===== src/rtl/fifo_frame_reader.sv =====
`timescale 1ns/1ps
// Read-side controller for a 16x8 registered-read FIFO: 2-entry output buffer, valid/ready byte stream.
// Define FIFO_READER_FRAME_EN for length-prefixed framing (m_last, frames_done); otherwise bytes pass raw.
module fifo_frame_reader #(
    parameter int CNT_W = 16
) (
    input  logic             clock,
    input  logic             rst_n,
    input  logic             fifo_empty,
    output logic             fifo_rd,
    input  logic [7:0]       fifo_dout,
    output logic             m_valid,
    input  logic             m_ready,
    output logic [7:0]       m_data,
    output logic             m_last,
    output logic [CNT_W-1:0] frames_done
);

    logic       inflight;
    logic [1:0] occ;
    logic       rd_ptr;
    logic       wr_ptr;
    logic [7:0] buf_data [2];
    logic       buf_last [2];
    logic       pop;
    logic       push;
    logic       push_last;
    logic [2:0] committed;

    assign pop = m_valid && m_ready;

    // Buffer slots still spoken for once this cycle's pop and in-flight capture have settled.
    assign committed = {1'b0, occ} + {2'b00, inflight} - {2'b00, pop};
    assign fifo_rd   = rst_n && !fifo_empty && (committed < 3'd2);

    // NOTE: registers use non-blocking assignments so every flop samples pre-edge values.
    always_ff @(posedge clock or negedge rst_n) begin
        if (!rst_n) begin
            inflight <= 1'b0;
        end else begin
            inflight <= fifo_rd;
        end
    end

    // NOTE: the two buffer entries are reset so m_data reads 0 out of reset; a deep RAM would not be.
    always_ff @(posedge clock or negedge rst_n) begin
        if (!rst_n) begin
            occ    <= 2'd0;
            rd_ptr <= 1'b0;
            wr_ptr <= 1'b0;
            for (int i = 0; i < 2; i++) begin
                buf_data[i] <= 8'h00;
                buf_last[i] <= 1'b0;
            end
        end else begin
            if (push) begin
                buf_data[wr_ptr] <= fifo_dout;
                buf_last[wr_ptr] <= push_last;
                wr_ptr           <= !wr_ptr;
            end
            if (pop) begin
                rd_ptr <= !rd_ptr;
            end
            occ <= occ + {1'b0, push} - {1'b0, pop};
        end
    end

    assign m_valid = (occ != 2'd0);
    assign m_data  = buf_data[rd_ptr];
    assign m_last  = buf_last[rd_ptr];

`ifdef FIFO_READER_FRAME_EN
    typedef enum logic {ST_HDR, ST_PAY} state_t;

    state_t     state;
    state_t     state_nxt;
    logic [7:0] rem;

    always_ff @(posedge clock or negedge rst_n) begin
        if (!rst_n) begin
            state <= ST_HDR;
        end else begin
            state <= state_nxt;
        end
    end

    // NOTE: defaults come first so every path assigns and no latch is inferred.
    always_comb begin
        state_nxt = state;
        if (inflight) begin
            case (state)
                ST_HDR:  if (fifo_dout != 8'h00) state_nxt = ST_PAY;
                ST_PAY:  if (rem == 8'd1)        state_nxt = ST_HDR;
                default: state_nxt = ST_HDR;
            endcase
        end
    end

    always_comb begin
        push      = 1'b0;
        push_last = 1'b0;
        if (state == ST_PAY) begin
            push      = inflight;
            push_last = (rem == 8'd1);
        end
    end

    // A zero header also lands here; it is harmless since the FSM stays in HDR.
    always_ff @(posedge clock or negedge rst_n) begin
        if (!rst_n) begin
            rem <= 8'd0;
        end else if (inflight) begin
            if (state == ST_HDR) begin
                rem <= fifo_dout;
            end else begin
                rem <= rem - 8'd1;
            end
        end
    end

    always_ff @(posedge clock or negedge rst_n) begin
        if (!rst_n) begin
            frames_done <= '0;
        end else if (pop && m_last) begin
            frames_done <= frames_done + CNT_W'(1);
        end
    end
`else
    assign push        = inflight;
    assign push_last   = 1'b0;
    assign frames_done = '0;
`endif

endmodule


===== config.mk =====
export PLATFORM = sky130hd
export DESIGN_NAME = fifo_frame_reader
export DESIGN_NICKNAME = d
export VERILOG_FILES = /design/src/rtl/fifo_frame_reader.sv
export SDC_FILE = /design/constraint.sdc
export NUM_CORES = 1
export LEC_CHECK = 0
export BUFFER_PORTS_ARGS = -buffer_cell sky130_fd_sc_hd__buf_2
export CAP_MARGIN = 20
export CORE_AREA = 3 3 58 60
export CTS_CLUSTER_SIZE = 25
export DETAILED_ROUTE_END_ITERATION = 12
export DIE_AREA = 0 0 61 63
export HOLD_SLACK_MARGIN = 0.12
export PLACE_DENSITY = 0.71
export SYNTH_ARGS = -nofsm -noshare
export SYNTH_HDL_FRONTEND = slang
export SYNTH_SLANG_ARGS = --single-unit

===== constraint.sdc =====
create_clock -name clock -period 2.79 [get_ports clock]
set_input_delay 0.279 -clock clock [delete_from_list [all_inputs] [get_ports clock]]
set_output_delay 0.279 -clock clock [all_outputs]
set_load 0.02 [all_outputs]

==> results of run 1 <==
logic make-up (layout without fill, tap and decap cells):
| logic type | after synthesis | in the layout | share of synthesized area |
|---|---|---|---|
| compound gates | 1 | 1 | 0.006454 |
| xor+xnor | 3 | 3 | 0.02258 |
| fa+ha+maj | 3 | 3 | 0.03871 |
| simple gates | 6 | 6 | 0.03657 |
| other cells | 1 | 16 | 0.003223 |
| flops | 23 | 23 | 0.4946 |
| mux | 25 | 25 | 0.2677 |
| buf+inv | 22 | 34 | 0.1301 |
synth_stat cells, drive strengths merged:
cell type  number  area (µm²)
xor2            2       17.52
xnor2           1       8.760
nor2b           1       8.760
mux2           25       311.6
fa              1       20.02
ha              2       25.02
o21a            1       7.510
nand2           2       10.01
buf            18       136.4
inv             4       15.01
and2b           1       8.760
and2            1       6.260
conb            1       3.750
nor4b           1       8.760
dfrtp          23       575.6
metrics by stage:
stage / cell area [µm²] / power [mW] / hold slack (ns) / setup slack [ns] / util
global placement: 1235 / 1.247 / 0.2683 / 0.4241 / 0.4147
detailed placement: 1235 / 1.281 / 0.2826 / 0.3366 / 0.4147
finish: 1311 / 1.454 / 0.2071 / 0.1411 / 0.4403
floorplan: 1220 / 1.127 / -0.01659 / 0.1588 / -
global route: 1311 / 1.561 / 0.1877 / -0.01394 / 0.4403
CTS: 1289 / 1.446 / 0.1980 / 0.03139 / 0.4328
power breakdown:
part	switching (mW)	internal (mW)
Sequential	0.111	0.485
Combinational	0.331	0.375
Clock	0.0987	0.0535
cell usage in the layout, fill, tap and decap left out:
cell type      instances
and2_1                 1
and2b_2                1
buf_2                 21
buf_4                  3
clkbuf_4               3
clkinv_2               1
conb_1                16
dfrtp_1               23
dlygate4sd3_1          2
fa_2                   1
ha_1                   1
ha_2                   1
inv_1                  4
mux2_2                17
mux2_4                 8
nand2_1                1
nand2_2                1
nor2b_2                1
nor4b_2                1
o21a_1                 1
xnor2_1                1
xor2_1                 2
state kept, by name (all words and copies together) (netlist names):
| register | flops |
|---|---|
| buf_data | 16 |
| buf_last | 2 |
| occ | 2 |
| inflight | 1 |
| rd_ptr | 1 |
| wr_ptr | 1 |
final timing paths:
kind,startpoint,endpoint,cells after the start
max,occ[1],fifo_rd,8
min,fifo_dout[7],buf_data[15],2
max reg2reg,occ[1],inflight,7
min reg2reg,buf_last[0],buf_last[0],1
max in group asynchronous,rst_n,buf_data[4],2
min in group asynchronous,rst_n,buf_data[2],2
timing repair:
action | 4_1_cts | 5_1_grt
buffers inserted | 0 | 2
hold buffers | 2 | 0
pin swaps | 0 | 2
gates resized for setup | 1 | 3
hold endpoints to repair | 24 | 0
setup endpoints to repair | 1 | 1
routing by layer:
metal | wire length (µm) | vias to the layer above | part of all wire
met3 | 116 | 4 | 0.063
met4 | 27 | 0 | 0.015
li1 | - | 301 | -
met5 | 0 | - | 0
met1 | 762 | 324 | 0.41
met2 | 939 | 29 | 0.51
final cells by class:
class	count	area share
Clock buffer	3	0.01718
Clock inverter	1	0.003817
Inverter	4	0.01145
Multi-Input combinational cell	54	0.3845
Sequential cell	23	0.4389
Tap cell	33	0.03149
Timing Repair Buffer	26	0.1126
==> flow_metrics.tcl, run 1 <==
set metrics [dict create \
    worst_ep_required_time_ns 2.51 \
    clock_skew_ns 0.001076 \
    path_cells "o21a_1 > ha_1 > inv_1 > ha_2 > fa_2 > xnor2_1 > nor4b_2 > buf_4" \
    critPathTopFamily "adder cells" \
    dpl.cell_count 136 \
    insertedDiodeCount 0 \
    clkLatencyLatePin_ns 0.30 \
    status "finished, final reports clean" \
    grt_max_degree 25 \
    rsz0062_at_grt "true" \
    gr-usage-all-layers 0.1058 \
    cts_buffers 3 \
    postSynthAreaPerCell_um2 13.85 \
    final_nets 127 \
    syn_to_final_growth_pct 12.69 \
    seqCellArea_um2 575.6 \
    hold_viol 0 \
    cts.clk_slew.worst_paths_ns 0.12 \
    drt_iter0_drc 8 \
    relSlewSlack 0.5792 \
    grt_pass1_vias 701 \
    cts-root-buf "clkbuf_4" \
    netlist_instances 84 \
    globalplace.congestion 0.7095 \
    drc 0 \
    start_util 0.3908 \
    multi_input_area_um2 504.2 \
    io_buffers 22 \
    met2_usage 0.1858 \
    grt_pass1_wl_um 3063 \
    clk_path_buf_depth 2 \
    hp-class "in2reg" \
    pin_count 39 \
    critical_path_class "reg2out" \
    maxCapViolCount 0 \
    busiest_layer "met2" \
    vdd.ir_drop.worst_mv 0.4695 \
    crit_buf_inv 2 \
    drive_above_1_share 0.5315 \
    ys.warnings.count 0 \
    tightest_slew_ns 0.6284 \
    fin_setup_tns_ns 0 \
    finalSetupViolations 0 \
    dr.pass1.iters 2 \
    grtUsageMet1 0.1253 \
    max_stage_delay_ns 0.42 \
    postRouteAntennaNets 0 \
    crit_path_end_kind "primary output" \
    crit_arrival_ns 2.37 \
    r2r_slack_ns 0.82 \
    fmax_ghz 0.3775 \
    die-area_mm2 0.003843 \
    ys_seq_area_frac 0.4946 \
    drt_wl_total_um 1845 \
    via_count 658 \
    numClockSinks 23 \
    syn_area_mm2 0.001164 \
    die_h_um 63 \
    grt_overflow 0 \
    path_max_fanout 2 \
    synth-seq-cells 23 \
    core_area_mm2 0.002978 \
    rows 20 \
    cellLeakagePower_nw 0.6576 \
    dp_hpwl_um 1331 \
    critPathSlowestCell "dfrtp_1" \
    finalMaxSlewViolations 0 \
    min_period_ns 2.649 \
    avgRoutedWirePerCell_um 12.81 \
    h-tree-depth 1 \
    fillers 282 \
    cp-start-kind "flip-flop" \
    grtUsageMet3 0.01446 \
    via_per_inst 4.569 \
    yosysUniqueCellTypes 19 \
    finalNonFillerCells 144 \
    fin_crit_sh 0.9494 \
    chipWidth_um 61 \
    power.density_mw_per_mm2 1109 \
    cts_tree "built" \
    antenna_found_initial 0 \
]
Power figures use the tool's default switching activity.
==> inputs of run 2 (changes only) <==
CORE_AREA = 3 3 53 55   (was 3 3 58 60)
DIE_AREA = 0 0 56 58   (was 0 0 61 63)
PLACE_DENSITY = 0.82   (was 0.71)
==> run 2 against run 1 <==
Clock skew increased by 0.0013 ns; clock power about the same; sequential share of layout area decreased by 0.66 points; worst hold slack gained 0.00061 ns; fmax fell by 1.4%; clock-buffer cell count up 1; register-to-register slack worse by 0.12 ns; via count is 0.61% higher; cell area increased by 1.5%; die area is 15% lower; global-route usage up 1.6 points.
==> flow_metrics.tcl, run 2 (synthesized netlist as in run 1, its figures left out) <==
set metrics [dict create \
    path_max_fanout 3 \
    chipWidth_um 56 \
    finalMaxSlewViolations 0 \
    drt_wl_total_um 1933 \
    numClockSinks 23 \
    min_path_cells 2 \
    fillers 202 \
    power.density_mw_per_mm2 1111 \
    drt_iter0_drc 2 \
    die_h_um 58 \
    maxCapViolCount 0 \
    postRouteAntennaNets 0 \
    grt_overflow 0 \
    io_buffers 22 \
    crit_arrival_ns 2.41 \
    via_count 662 \
    drive_above_1_share 0.5304 \
    crit_end "fifo_rd" \
    clkLatencyLatePin_ns 0.30 \
    start_util 0.4784 \
    hold_viol 0 \
    syn_to_final_growth_pct 14.41 \
    dpl.cell_count 134 \
    largestRegisters "buf_data x16, buf_last x2, occ x2" \
    antenna_found_initial 0 \
    grt_pass1_vias 660 \
    top_register "buf_data" \
    gr-usage-all-layers 0.1220 \
    clk_path_buf_depth 2 \
    largest_reg_flops 16 \
    h-tree-depth 1 \
    core_area_mm2 0.002432 \
    dp_hpwl_um 1400 \
    grt_pass1_wl_um 3098 \
    final_common_cell "dfrtp_1" \
    drc 0 \
    r2r_start "occ[1]" \
    rsz0062_at_grt "false" \
    globalplace.congestion 0.7425 \
    grt_max_degree 25 \
    cp-start-kind "flip-flop" \
    cts_tree "built" \
    final_cell_mix "dfrtp_1, buf_2, mux2_2" \
    cts.clk_slew.worst_paths_ns 0.12 \
    fin_crit_sh 0.9630 \
    critical_path_class "reg2out" \
    crit_start "occ[1]" \
    via_per_inst 4.566 \
    finalSetupViolations 0 \
    min_period_ns 2.687 \
    avgRoutedWirePerCell_um 13.33 \
    die-area_mm2 0.003248 \
    worst_ep_required_time_ns 2.51 \
    finalNonFillerCells 145 \
    final_nets 131 \
    cellLeakagePower_nw 0.6768 \
    crit_path_end_kind "primary output" \
    r2r_slack_ns 0.70 \
    fin_setup_tns_ns 0 \
    cts_buffers 3 \
    relSlewSlack 0.5802 \
    cts-root-buf "clkbuf_4" \
    insertedDiodeCount 0 \
    clock_skew_ns 0.002373 \
    fmax_ghz 0.3722 \
    timing.rr.end "inflight" \
    rows 18 \
    status "finished, final reports clean" \
    vdd.ir_drop.worst_mv 0.5821 \
    dr.pass1.iters 2 \
    tightest_slew_ns 0.6269 \
    worstRegToRegCells 8 \
    pin_count 39 \
    hp-class "in2reg" \
]
run 2: cell count changes in the layout (fill, tap and decap cells not counted), sizes merged:
cell    previous run  this run
buf               24        28
clkinv             1         0
clkbuf             3         4
run 2: repair_timing:
item,4_1_cts,5_1_grt
gates resized for setup,1,1
buffers inserted,0,5
endpoints found under the hold margin,24,0
pin swaps,0,2
hold buffers,2,0
setup endpoints to repair,1,1
run 2: cell type report:
type                            count  area (µm²)  share of cell area
Sequential cell                    23       575.6              0.4323
Inverter                            4       15.01             0.01128
Timing Repair Buffer               30       175.2              0.1316
Multi-Input combinational cell     54       501.7              0.3769
Clock buffer                        4       26.28             0.01974
Tap cell                           30       37.54             0.02820
run 2: power breakdown:
part	switching [mW]	internal, mW
clock network	0.0950	0.0557
registers	0.114	0.485
logic	0.338	0.392
run 2: how the worst min path moves through the flow:
stage                       startpoint      endpoint  slack, ns
after floorplan                  rst_n   buf_data[0]      -0.02
after global placement           rst_n  buf_data[14]       0.26
after detailed placement         rst_n   buf_data[6]       0.27
after CTS                 fifo_dout[1]   buf_data[9]       0.20
after global routing      fifo_dout[2]   buf_data[2]       0.19
final                     fifo_dout[1]   buf_data[9]       0.21
run 2: worst max-delay path, cell delays in order (launching register included):
cell and delay, ns:
dfrtp_1 0.42, o21a_1 0.21, ha_1 0.27, inv_1 0.04, ha_1 0.18, fa_2 0.34, xnor2_1 0.14, nor4b_2 0.29
buf_2 0.21
run 2: routing by layer:
| layer | vias up | routed length (µm) | GRT usage | part of all wire |
|---|---|---|---|---|
| met4 | 0 | 29 | 0.03051 | 0.015 |
| li1 | 311 | - | - | - |
| met3 | 4 | 125 | 0.03786 | 0.065 |
| met1 | 324 | 823 | 0.1573 | 0.43 |
| met2 | 23 | 954 | 0.2020 | 0.49 |
| met5 | - | 0 | 0 | 0 |
run 2: metrics by stage:
stage               setup slack (ns)  utilization  hold WS (ns)  instance area [µm²]  total power [mW]
floorplan                     0.1588            -      -0.01659                 1220             1.127
global placement              0.4152       0.5093        0.2645                 1239             1.246
finish                        0.1033       0.5473        0.2077                 1331             1.479
detailed placement            0.2861       0.5093        0.2731                 1239             1.282
CTS                          0.01735       0.5309        0.2001                 1291             1.447
global route                 0.01982       0.5473        0.1947                 1331             1.581
